==> config.mk <==
export PLATFORM = sky130hd
export DESIGN_NAME = csl_arbiter
export DESIGN_NICKNAME = d
export VERILOG_FILES = /design/src/rtl/csl_arbiter.sv
export SDC_FILE = /design/constraint.sdc
export NUM_CORES = 1
export LEC_CHECK = 0
export CAP_MARGIN = 10
export CORE_MARGIN = 2
export CORE_UTILIZATION = 47
export CTS_BUF_LIST = sky130_fd_sc_hd__clkbuf_16
export CTS_CLUSTER_DIAMETER = 200
export DETAILED_ROUTE_END_ITERATION = 7
export DONT_BUFFER_PORTS = 1
export HOLD_SLACK_MARGIN = 0.08
export PLACE_DENSITY = 0.65
export SLEW_MARGIN = 20
export SYNTH_ARGS = -nofsm -noshare
export SYNTH_HDL_FRONTEND = slang
export SYNTH_SLANG_ARGS = --single-unit
==> constraint.sdc <==
create_clock -name clk -period 2.79 [get_ports clk]
set_clock_uncertainty 0.2 [all_clocks]
set_input_delay 0.1395 -clock clk [delete_from_list [all_inputs] [get_ports clk]]
set_output_delay 0.1395 -clock clk [all_outputs]
set_load 0.05 [all_outputs]
==> src/rtl/csl_arbiter.sv <==
// Round-robin arbiter sharing one 16-bit circular-shift-left unit among NREQ requesters.
// Define CSL_ARB_FIXED_PRIO_EN to replace round-robin with fixed lowest-index priority.
module csl_arbiter #(
  parameter int unsigned NREQ = 4,
  parameter int unsigned IDW  = 2
) (
  input  logic                 clk,
  input  logic                 rst,
  input  logic [NREQ-1:0]      req,
  input  logic [16*NREQ-1:0]   req_din,
  input  logic [4*NREQ-1:0]    req_amt,
  output logic [NREQ-1:0]      gnt,
  output logic [15:0]          csl_din,
  output logic [15:0]          csl_amount,
  input  logic [15:0]          csl_dout,
  output logic                 rsp_valid,
  output logic [IDW-1:0]       rsp_id,
  output logic [15:0]          rsp_dout,
  input  logic                 rsp_ready,
  output logic                 busy
);

  localparam int unsigned DW = 16;
  localparam int unsigned AW = 4;

  typedef enum logic [1:0] {
    S_IDLE = 2'd0,
    S_CALC = 2'd1,
    S_RESP = 2'd2
  } state_e;

  state_e            state_q, state_d;
  logic [NREQ-1:0]   gnt_q, gnt_d;
  logic [IDW-1:0]    win_id_q, win_id_d;
  logic [DW-1:0]     csl_din_q, csl_din_d;
  logic [DW-1:0]     csl_amount_q, csl_amount_d;
  logic              rsp_valid_q, rsp_valid_d;
  logic [IDW-1:0]    rsp_id_q, rsp_id_d;
  logic [DW-1:0]     rsp_dout_q, rsp_dout_d;
  logic              busy_q, busy_d;

  logic [IDW-1:0]    scan_base_c;
  logic              any_req_c;
  logic [IDW-1:0]    win_c;
  logic [DW-1:0]     win_din_c;
  logic [AW-1:0]     win_amt_c;
  logic              handshake_c;
  int unsigned       scan_pos;
  logic [IDW-1:0]    scan_idx;

  logic [DW-1:0]     din_a [NREQ];
  logic [AW-1:0]     amt_a [NREQ];

  // Unpack the flat operand buses into per-requester views.
  for (genvar g = 0; g < NREQ; g++) begin : g_unpack
    assign din_a[g] = req_din[DW*g +: DW];
    assign amt_a[g] = req_amt[AW*g +: AW];
  end

  assign handshake_c = (state_q == S_RESP) && rsp_ready;

`ifdef CSL_ARB_FIXED_PRIO_EN
  assign scan_base_c = '0;
`else
  logic [IDW-1:0] rr_ptr_q, rr_ptr_d;

  // Pointer moves to the slot after the last winner once its response is taken.
  always_comb begin
    rr_ptr_d = rr_ptr_q;
    if (handshake_c) begin
      rr_ptr_d = (win_id_q == IDW'(NREQ - 1)) ? '0 : win_id_q + IDW'(1);
    end
  end

  always_ff @(posedge clk) begin
    if (rst) rr_ptr_q <= '0;
    else     rr_ptr_q <= rr_ptr_d;
  end

  assign scan_base_c = rr_ptr_q;
`endif

  // First asserted request scanning upward from scan_base_c, wrapping at NREQ.
  always_comb begin
    any_req_c = 1'b0;
    win_c     = '0;
    win_din_c = '0;
    win_amt_c = '0;
    scan_pos  = 0;
    scan_idx  = '0;
    for (int unsigned k = 0; k < NREQ; k++) begin
      scan_pos = 32'(scan_base_c) + k;
      if (scan_pos >= NREQ) scan_pos = scan_pos - NREQ;
      scan_idx = IDW'(scan_pos);
      if (!any_req_c && req[scan_idx]) begin
        any_req_c = 1'b1;
        win_c     = scan_idx;
        win_din_c = din_a[scan_idx];
        win_amt_c = amt_a[scan_idx];
      end
    end
  end

  // Next-state and registered-output logic.
  always_comb begin
    state_d      = state_q;
    gnt_d        = '0;
    win_id_d     = win_id_q;
    csl_din_d    = csl_din_q;
    csl_amount_d = csl_amount_q;
    rsp_valid_d  = rsp_valid_q;
    rsp_id_d     = rsp_id_q;
    rsp_dout_d   = rsp_dout_q;
    case (state_q)
      S_IDLE: begin
        if (any_req_c) begin
          csl_din_d    = win_din_c;
          csl_amount_d = {12'b0, win_amt_c};
          gnt_d        = NREQ'(1) << win_c;
          win_id_d     = win_c;
          state_d      = S_CALC;
        end
      end
      S_CALC: begin
        rsp_dout_d  = csl_dout;
        rsp_id_d    = win_id_q;
        rsp_valid_d = 1'b1;
        state_d     = S_RESP;
      end
      S_RESP: begin
        if (handshake_c) begin
          rsp_valid_d = 1'b0;
          state_d     = S_IDLE;
        end
      end
      default: state_d = S_IDLE;
    endcase
    busy_d = (state_d != S_IDLE);
  end

  always_ff @(posedge clk) begin
    if (rst) begin
      state_q      <= S_IDLE;
      gnt_q        <= '0;
      win_id_q     <= '0;
      csl_din_q    <= '0;
      csl_amount_q <= '0;
      rsp_valid_q  <= 1'b0;
      rsp_id_q     <= '0;
      rsp_dout_q   <= '0;
      busy_q       <= 1'b0;
    end else begin
      state_q      <= state_d;
      gnt_q        <= gnt_d;
      win_id_q     <= win_id_d;
      csl_din_q    <= csl_din_d;
      csl_amount_q <= csl_amount_d;
      rsp_valid_q  <= rsp_valid_d;
      rsp_id_q     <= rsp_id_d;
      rsp_dout_q   <= rsp_dout_d;
      busy_q       <= busy_d;
    end
  end

  assign gnt        = gnt_q;
  assign csl_din    = csl_din_q;
  assign csl_amount = csl_amount_q;
  assign rsp_valid  = rsp_valid_q;
  assign rsp_id     = rsp_id_q;
  assign rsp_dout   = rsp_dout_q;
  assign busy       = busy_q;

endmodule

==> impl_metrics.env, run 1 <==
export IMPL_run_status="finished, final reports clean"
export IMPL_gp_congestion=0.807
export IMPL_cts_tree="yes"
export IMPL_cts_root_to_sink_buffers=2
export IMPL_rsz0062_at_grt="false"
export IMPL_crit_fanout=31
export IMPL_post_synth_instance_area_um2=4320
export IMPL_via_per_inst=5.99
export IMPL_die_area_um2=9980
export IMPL_static_leakage_power_nw=1.72
export IMPL_required_ns=2.82
export IMPL_grt_start_max_net_pins=52
export IMPL_placeableCoreArea_um2=8810
export IMPL_period_needed_ns=2.38
export IMPL_synthCells=537
export IMPL_synth_enable_flop_cells=0
export IMPL_timing_hold_worst_class="primary input to flip-flop"
export IMPL_grt_pass1_vias=3716
export IMPL_timing_critical_path_to_type="flip-flop"
export IMPL_setup_worst_path_class="flip-flop to flip-flop"
export IMPL_slew_headroom=0.516
export IMPL_num_antenna_cells=0
export IMPL_finalWirelength_mm=11.2
export IMPL_post_synth_cell_area_avg_um2=8.05
export IMPL_fmaxAchievable_mhz=420
export IMPL_synth_top_family_by_area="multiplexers"
export IMPL_first_iter_violations=93
export IMPL_cts_hold_buf=25
export IMPL_num_nets_final=634
export IMPL_gr_usage_all_layers=0.217
export IMPL_final_min_period_over_clock_period=0.853
export IMPL_post_cts_resize_count=0
export IMPL_dominant_synthesized_flop_cell="sky130_fd_sc_hd__dfxtp_1"
export IMPL_power_total_mw=2.34
export IMPL_placed_cells=606
export IMPL_clk_sink_count=50
export IMPL_synthArstFlopShare=0
export IMPL_initial_utilization=0.491
export IMPL_grt_first_pass_wirelength_mm=17.7
export IMPL_layout_drive_gt1_share=0.149
export IMPL_cts_reportedPaths_clkPinSlew_ns=0.07
export IMPL_synth_compound_gate_area_share=0.244
export IMPL_postCtsSetupRepairBufs=0
export IMPL_ctsHtreeMaxLevel=2
export IMPL_synth_warnings=0
export IMPL_gr_overflow_total=0
export IMPL_report_final_slew_viol_count=0
export IMPL_tightestPinTransition_ns=0.719
export IMPL_num_io_pins=159
export IMPL_routedWlPerCell_um=17.6
export IMPL_synth_simple_gate_area_frac=0.183
export IMPL_critPathArrivalTime_ns=2.41
export IMPL_hold_worst_slack_ns=0.104
export IMPL_area_growth_syn_to_layout_pct=9.04
export IMPL_max_cap_viols=0
export IMPL_setup_tns_final_ns=0
export IMPL_clk_latency_ns=0.29
export IMPL_final_cell_mix="86 x sky130_fd_sc_hd__nor2_1, 61 x sky130_fd_sc_hd__mux2i_1, 48 x sky130_fd_sc_hd__dfxtp_1"
export IMPL_firstDrtPassIters=4
export IMPL_fin_cells=639
export IMPL_final_common_cell="sky130_fd_sc_hd__nor2_1"
export IMPL_post_synth_xor_area_fraction=0
export IMPL_die_width_um=99.9
export IMPL_row_count=34
export IMPL_report_final_hold_viol_count=0
export IMPL_drc_errors=0
export IMPL_worst_ir_drop_vdd_uv=338
export IMPL_synth_mux_area_frac=0.253
export IMPL_yosysSeqAreaShare=0.232
export IMPL_number_of_antenna_violations_at_the_first_check_in_global_routing=0
export IMPL_vias=3827
export IMPL_finalCoreUtilization=0.535
export IMPL_setup_viol=0
export IMPL_powerDensity_nw_per_um2=497
export IMPL_clockRootBuffer="sky130_fd_sc_hd__clkbuf_16"
export IMPL_synthAdderAreaFrac=0.00290
export IMPL_hpwl_mm=7.74
export IMPL_ys_types=49
export IMPL_tritoncts_num_buffers=5
export IMPL_startpoint_type="flip-flop"
export IMPL_ys_ff_latch=50
export IMPL_numPortBuffers=0
export IMPL_final_antenna_net_count=0
export IMPL_die_height_um=99.9
## per-stage QoR
step	area (µm²)	setup WS [ns]
final	4710	0.410
after global routing	4710	0.309
after CTS	4710	0.437
after detailed placement	4280	0.506
after global placement	4280	0.525
after floorplan	4360	0.808
## sequential cells by signal (all words and copies together), names as in the netlist
signal,flops
busy,1
csl_amount,4
csl_din,16
gnt,4
rr_ptr_q,2
rsp_dout,16
rsp_id,2
rsp_valid,1
state_q,2
win_id_q,2
## power by group
part / switching (mW) / internal (mW) / total, mW / leakage (nW)
registers: 0.293 / 0.786 / 1.08 / 0.413
clock network: 0.267 / 0.420 / 0.687 / 0.0812
logic: 0.330 / 0.245 / 0.575 / 1.23
## critical path: stages (launching register included)
cell	delay, ns
sky130_fd_sc_hd__dfxtp_4	0.61
sky130_fd_sc_hd__mux2i_1	0.24
sky130_fd_sc_hd__nor2_1	0.10
sky130_fd_sc_hd__or4_1	0.49
sky130_fd_sc_hd__a21oi_1	0.13
sky130_fd_sc_hd__dlygate4sd3_1	0.56
## metal layers
metal,track usage,share of wire,vias up
li1,-,-,1915
met4,0.0432,0.0096,0
met2,0.391,0.49,135
met1,0.250,0.41,1768
met5,0,0,-
met3,0.0738,0.093,9
## Yosys cell counts (2+ instances only)
| cell type | instances | area (µm²) |
|---|---|---|
| sky130_fd_sc_hd__nor2_1 | 86 | 323 |
| sky130_fd_sc_hd__mux2i_1 | 61 | 611 |
| sky130_fd_sc_hd__dfxtp_1 | 50 | 1000 |
| sky130_fd_sc_hd__nand2_1 | 46 | 173 |
| sky130_fd_sc_hd__a21oi_1 | 45 | 225 |
| sky130_fd_sc_hd__mux2_2 | 41 | 462 |
| sky130_fd_sc_hd__a211oi_1 | 38 | 285 |
| sky130_fd_sc_hd__clkbuf_1 | 21 | 78.8 |
| sky130_fd_sc_hd__o31a_1 | 20 | 175 |
| sky130_fd_sc_hd__and2_1 | 19 | 119 |
| sky130_fd_sc_hd__buf_4 | 18 | 135 |
| sky130_fd_sc_hd__buf_2 | 15 | 75.1 |
| sky130_fd_sc_hd__o221ai_2 | 10 | 150 |
| sky130_fd_sc_hd__o221ai_1 | 9 | 78.8 |
| sky130_fd_sc_hd__nor3_1 | 5 | 25.0 |
| sky130_fd_sc_hd__buf_1 | 4 | 15.0 |
| sky130_fd_sc_hd__nor2b_1 | 4 | 25.0 |
| sky130_fd_sc_hd__buf_6 | 3 | 33.8 |
| sky130_fd_sc_hd__nand3_1 | 3 | 15.0 |
| sky130_fd_sc_hd__nor3b_1 | 3 | 22.5 |
| sky130_fd_sc_hd__nor4_1 | 3 | 18.8 |
| sky130_fd_sc_hd__a22oi_1 | 2 | 15.0 |
| sky130_fd_sc_hd__a2bb2oi_1 | 2 | 17.5 |
| sky130_fd_sc_hd__inv_1 | 2 | 7.51 |
| sky130_fd_sc_hd__nand2b_1 | 2 | 12.5 |
| sky130_fd_sc_hd__o21a_1 | 2 | 15.0 |
## cell families after synthesis
family | count (synthesis)
simple gates | 178
flops | 50
compound gates | 139
buf+inv | 65
fa+ha+maj | 1
other cells | 1
mux | 103
## area by class of cell
type	instances	area, µm²
timing repair buffer	37	388
fill	809	4100
multi-input combinational	433	3000
tap	108	135
inverter	3	11.3
sequential	50	1010
clock buffer	5	125
clock inverter	3	41.3
## path summary, 6_finish.rpt
kind                  to  depth (start not counted)        start  slack [ns]
max          win_id_q[0]                          5  rr_ptr_q[1]        0.41
min          csl_din[11]                          3  req_din[59]        0.10
max reg2reg  win_id_q[0]                          5  rr_ptr_q[1]        0.41
min reg2reg    rsp_id[1]                          2  win_id_q[1]        0.29
No activity file was read; power rests on OpenSTA's default activity.
==> inputs of run 2 (changes only) <==
==> constraint.sdc (replaced) <==
create_clock -name clk -period 3 [get_ports clk]
set_clock_uncertainty 0.2 [all_clocks]
set_input_delay 0.15 -clock clk [delete_from_list [all_inputs] [get_ports clk]]
set_output_delay 0.15 -clock clk [all_outputs]
set_load 0.05 [all_outputs]
==> impl_metrics.env, run 2 (same netlist as run 1, synthesis figures left out) <==
export IMPL_report_final_slew_viol_count=0
export IMPL_static_leakage_power_nw=1.70
export IMPL_crit_fanout=47
export IMPL_finalCoreUtilization=0.528
export IMPL_tritoncts_num_buffers=5
export IMPL_num_io_pins=159
export IMPL_cts_tree="yes"
export IMPL_clockRootBuffer="sky130_fd_sc_hd__clkbuf_16"
export IMPL_final_min_period_over_clock_period=0.855
export IMPL_die_height_um=99.9
export IMPL_worst_ir_drop_vdd_uv=277
export IMPL_die_width_um=99.9
export IMPL_clk_sink_count=50
export IMPL_area_growth_syn_to_layout_pct=7.65
export IMPL_firstDrtPassIters=5
export IMPL_postCtsSetupRepairBufs=0
export IMPL_grt_start_max_net_pins=48
export IMPL_timing_hold_worst_class="primary input to flip-flop"
export IMPL_run_status="finished, final reports clean"
export IMPL_setup_tns_final_ns=0
export IMPL_ctsHtreeMaxLevel=2
export IMPL_layout_drive_gt1_share=0.150
export IMPL_hold_worst_slack_ns=0.0839
export IMPL_number_of_antenna_violations_at_the_first_check_in_global_routing=0
export IMPL_finalWirelength_mm=11.4
export IMPL_startpoint_type="flip-flop"
export IMPL_slew_headroom=0.532
export IMPL_report_final_hold_viol_count=0
export IMPL_cell_internal_pwr_mw=1.26
export IMPL_tightestPinTransition_ns=0.702
export IMPL_final_antenna_net_count=0
export IMPL_placeableCoreArea_um2=8810
export IMPL_setup_worst_path_class="flip-flop to flip-flop"
export IMPL_die_area_um2=9980
export IMPL_fillerInstances=829
export IMPL_grt_first_pass_wirelength_mm=18.1
export IMPL_seqPwrFrac=0.482
export IMPL_numPortBuffers=0
export IMPL_num_antenna_cells=0
export IMPL_setup_viol=0
export IMPL_required_ns=2.98
export IMPL_cts_reportedPaths_clkPinSlew_ns=0.07
export IMPL_gp_congestion=0.803
export IMPL_row_count=34
export IMPL_final_cell_mix="86 x sky130_fd_sc_hd__nor2_1, 61 x sky130_fd_sc_hd__mux2i_1, 48 x sky130_fd_sc_hd__dfxtp_1"
export IMPL_hpwl_mm=7.72
export IMPL_max_cap_viols=0
export IMPL_num_nets_final=632
export IMPL_combinationalPowerShare=0.252
export IMPL_final_common_cell="sky130_fd_sc_hd__nor2_1"
export IMPL_grt_pass1_vias=3749
export IMPL_timing_critical_path_to_type="flip-flop"
export IMPL_gr_usage_all_layers=0.220
export IMPL_via_per_inst=6.05
export IMPL_cts_root_to_sink_buffers=2
export IMPL_initial_utilization=0.491
export IMPL_critPathArrivalTime_ns=2.54
export IMPL_vias=3846
export IMPL_rsz0062_at_grt="false"
export IMPL_routedWlPerCell_um=17.9
export IMPL_power_share_clock=0.266
export IMPL_gr_overflow_total=0
export IMPL_first_iter_violations=149
export IMPL_netSwitchingPower_uw=828
export IMPL_fmaxAchievable_mhz=390
export IMPL_period_needed_ns=2.56
export IMPL_powerDensity_nw_per_um2=449
export IMPL_clk_latency_ns=0.28
export IMPL_switching_share=0.396
export IMPL_drc_errors=0
run 2: critical path, cell delays in order (launching register included):
cell and delay [ns]:
sky130_fd_sc_hd__dfxtp_4 0.73, sky130_fd_sc_hd__nor2b_1 0.35, sky130_fd_sc_hd__nor2_1 0.13, sky130_fd_sc_hd__a21oi_4 0.39, sky130_fd_sc_hd__buf_12 0.20, sky130_fd_sc_hd__o221ai_1 0.11
sky130_fd_sc_hd__o31a_1 0.32
run 2: repair_timing:
| action | 4_1_cts | 5_1_grt |
|---|---|---|
| hold buffers | 23 | 0 |
| endpoints found under the hold margin | 50 | 0 |
| gates resized for setup | 0 | 0 |
run 2: area by class of cell:
class | count | area (µm²) | area share
multi-input combinational | 433 | 3000 | 0.645
sequential | 50 | 1010 | 0.217
timing repair buffer | 35 | 355 | 0.0764
tap | 108 | 135 | 0.0291
clock buffer | 5 | 125 | 0.0269
clock inverter | 2 | 13.8 | 0.00296
inverter | 3 | 11.3 | 0.00242
run 2: power by group through the flow:
| stage | clock network, mW | registers [mW] | logic [mW] |
|---|---|---|---|
| 4_1_cts | 0.576 | 1.01 | 0.528 |
| 6_report | 0.556 | 1.01 | 0.527 |
| 3_5_place_dp | 0 | 1.03 | 0.490 |
| 2_1_floorplan | 0 | 0.997 | 0.451 |
| 3_3_place_gp | 0 | 1.02 | 0.479 |
| 5_1_grt | 0.610 | 1.02 | 0.586 |
run 2: metal layers:
layer / GRT usage / part of all wire / up-vias
met4: 0.0295 / 0.0030 / 0
met5: 0 / 0 / -
met2: 0.395 / 0.49 / 136
li1: - / - / 1910
met3: 0.0710 / 0.092 / 2
met1: 0.263 / 0.42 / 1798
run 2: worst paths after layout:
check	slack [ns]	from	end	cells after the start
max	0.44	rr_ptr_q[1]	csl_amount[2]	6
min	0.08	req[1]	gnt[3]	3
max reg2reg	0.44	rr_ptr_q[1]	csl_amount[2]	6
min reg2reg	0.30	win_id_q[0]	rsp_id[0]	2
run 2: metrics by stage:
step / power (mW) / cell area (µm²) / instances / setup WS (ns)
after global placement: 1.50 / 4270 / 606 / 0.516
after global routing: 2.21 / 4650 / 636 / 0.306
final: 2.09 / 4650 / 636 / 0.435
after CTS: 2.11 / 4650 / 636 / 0.452
after detailed placement: 1.52 / 4270 / 606 / 0.463
after floorplan: 1.45 / 4360 / 548 / 1.02
==> inputs of run 3 (changes only) <==
--- a/config.mk
+++ b/config.mk
@@ -13,6 +13,7 @@
 export DETAILED_ROUTE_END_ITERATION = 7
 export DONT_BUFFER_PORTS = 1
 export HOLD_SLACK_MARGIN = 0.08
+export MAX_ROUTING_LAYER = met4
 export PLACE_DENSITY = 0.65
 export SLEW_MARGIN = 20
 export SYNTH_ARGS = -nofsm -noshare
==> impl_metrics.env, run 3 (same netlist as run 1, synthesis figures left out) <==
export IMPL_first_iter_violations=174
export IMPL_number_of_antenna_violations_at_the_first_check_in_global_routing=0
export IMPL_static_leakage_power_nw=1.70
export IMPL_firstDrtPassIters=4
export IMPL_finalWirelength_mm=11.3
export IMPL_layout_drive_gt1_share=0.150
export IMPL_fin_cells=636
export IMPL_setup_tns_final_ns=0
export IMPL_gp_congestion=0.815
export IMPL_die_area_um2=9980
export IMPL_final_min_period_over_clock_period=0.848
export IMPL_hold_depth=3
export IMPL_clk_latency_ns=0.28
export IMPL_slew_headroom=0.529
export IMPL_finalInstanceArea_um2=4650
export IMPL_clockRootBuffer="sky130_fd_sc_hd__clkbuf_16"
export IMPL_max_cap_viols=0
export IMPL_area_growth_syn_to_layout_pct=7.65
export IMPL_fillerInstances=829
export IMPL_numPortBuffers=0
export IMPL_crit_fanout=47
export IMPL_row_count=34
export IMPL_post_cts_resize_count=0
export IMPL_detailed_place_area_um2=4270
export IMPL_placed_cells=606
export IMPL_routedWlPerCell_um=17.8
export IMPL_startpoint_type="flip-flop"
export IMPL_tightestPinTransition_ns=0.707
export IMPL_drc_errors=0
export IMPL_grt_first_pass_wirelength_mm=18.1
export IMPL_report_final_hold_viol_count=0
export IMPL_timing_critical_path_to_type="flip-flop"
export IMPL_num_io_pins=159
export IMPL_die_height_um=99.9
export IMPL_num_antenna_cells=0
export IMPL_final_common_cell="sky130_fd_sc_hd__nor2_1"
export IMPL_critPathArrivalTime_ns=2.52
export IMPL_cts_root_to_sink_buffers=2
export IMPL_grt_start_max_net_pins=48
export IMPL_grt_pass1_vias=3755
export IMPL_placeableCoreArea_um2=8810
export IMPL_vias=3851
export IMPL_ctsHtreeMaxLevel=2
export IMPL_run_status="finished, final reports clean"
export IMPL_hpwl_mm=7.72
export IMPL_worst_ir_drop_vdd_uv=277
export IMPL_report_final_slew_viol_count=0
export IMPL_hold_worst_slack_ns=0.0833
export IMPL_final_antenna_net_count=0
export IMPL_via_per_inst=6.06
export IMPL_rsz0062_at_grt="false"
export IMPL_die_width_um=99.9
export IMPL_gr_usage_all_layers=0.226
export IMPL_setup_worst_path_class="flip-flop to flip-flop"
export IMPL_tritoncts_num_buffers=5
export IMPL_setup_viol=0
export IMPL_initial_utilization=0.491
export IMPL_gr_overflow_total=0
export IMPL_cts_tree="yes"
export IMPL_cts_reportedPaths_clkPinSlew_ns=0.07
export IMPL_rr_worst_depth=5
export IMPL_required_ns=2.98
export IMPL_clk_sink_count=50
export IMPL_fmaxAchievable_mhz=393
export IMPL_powerDensity_nw_per_um2=449
export IMPL_timing_hold_worst_class="primary input to flip-flop"
export IMPL_power_total_mw=2.09
export IMPL_final_cell_mix="86 x sky130_fd_sc_hd__nor2_1, 61 x sky130_fd_sc_hd__mux2i_1, 48 x sky130_fd_sc_hd__dfxtp_1"
export IMPL_multi_input_area_um2=3000
export IMPL_layout_area_seq_um2=1010
export IMPL_period_needed_ns=2.54
export IMPL_num_nets_final=632
-- run 3: cell type report --
class | instances | area share
repair buffers | 35 | 0.0764
clock buffers | 5 | 0.0269
flip-flops and latches | 50 | 0.217
multi-input cells | 433 | 0.645
well taps | 108 | 0.0291
clock inverters | 2 | 0.00296
inverters | 3 | 0.00242
-- run 3: metrics by stage --
step | utilization | worst slack (ns)
final | 0.528 | 0.455
after CTS | 0.528 | 0.452
after floorplan | - | 1.02
after global routing | 0.528 | 0.306
after detailed placement | 0.485 | 0.463
after global placement | 0.485 | 0.516
-- run 3: worst paths after layout --
path	startpoint	to	slack, ns
setup / recovery	rr_ptr_q[1]	csl_amount[3]	0.46
hold / removal	req[1]	gnt[3]	0.08
setup reg to reg	rr_ptr_q[1]	csl_amount[3]	0.46
hold reg to reg	win_id_q[0]	rsp_id[0]	0.29
-- run 3: where the power goes --
part	switching [mW]	internal, mW	total [mW]
logic	0.301	0.226	0.527
registers	0.277	0.731	1.01
clock network	0.250	0.305	0.555
-- run 3: what timing repair did --
item | CTS | global route
setup endpoints to repair | 0 | 0
hold endpoints to repair | 50 | 0
setup buffers | 0 | 0
hold buffers | 23 | 0
-- run 3: routing by layer --
metal  part of all wire  global-route usage
met4             0.0026              0.0295
met2               0.49               0.396
met3              0.087              0.0613
met5                  0                   -
met1               0.42               0.269
-- run 3: critical path, stage by stage (launching register included) --
cell and delay (ns):
sky130_fd_sc_hd__dfxtp_4 0.73, sky130_fd_sc_hd__buf_4 0.47, sky130_fd_sc_hd__mux2_2 0.39, sky130_fd_sc_hd__a21oi_1 0.21
sky130_fd_sc_hd__o221ai_2 0.12, sky130_fd_sc_hd__o31a_1 0.29
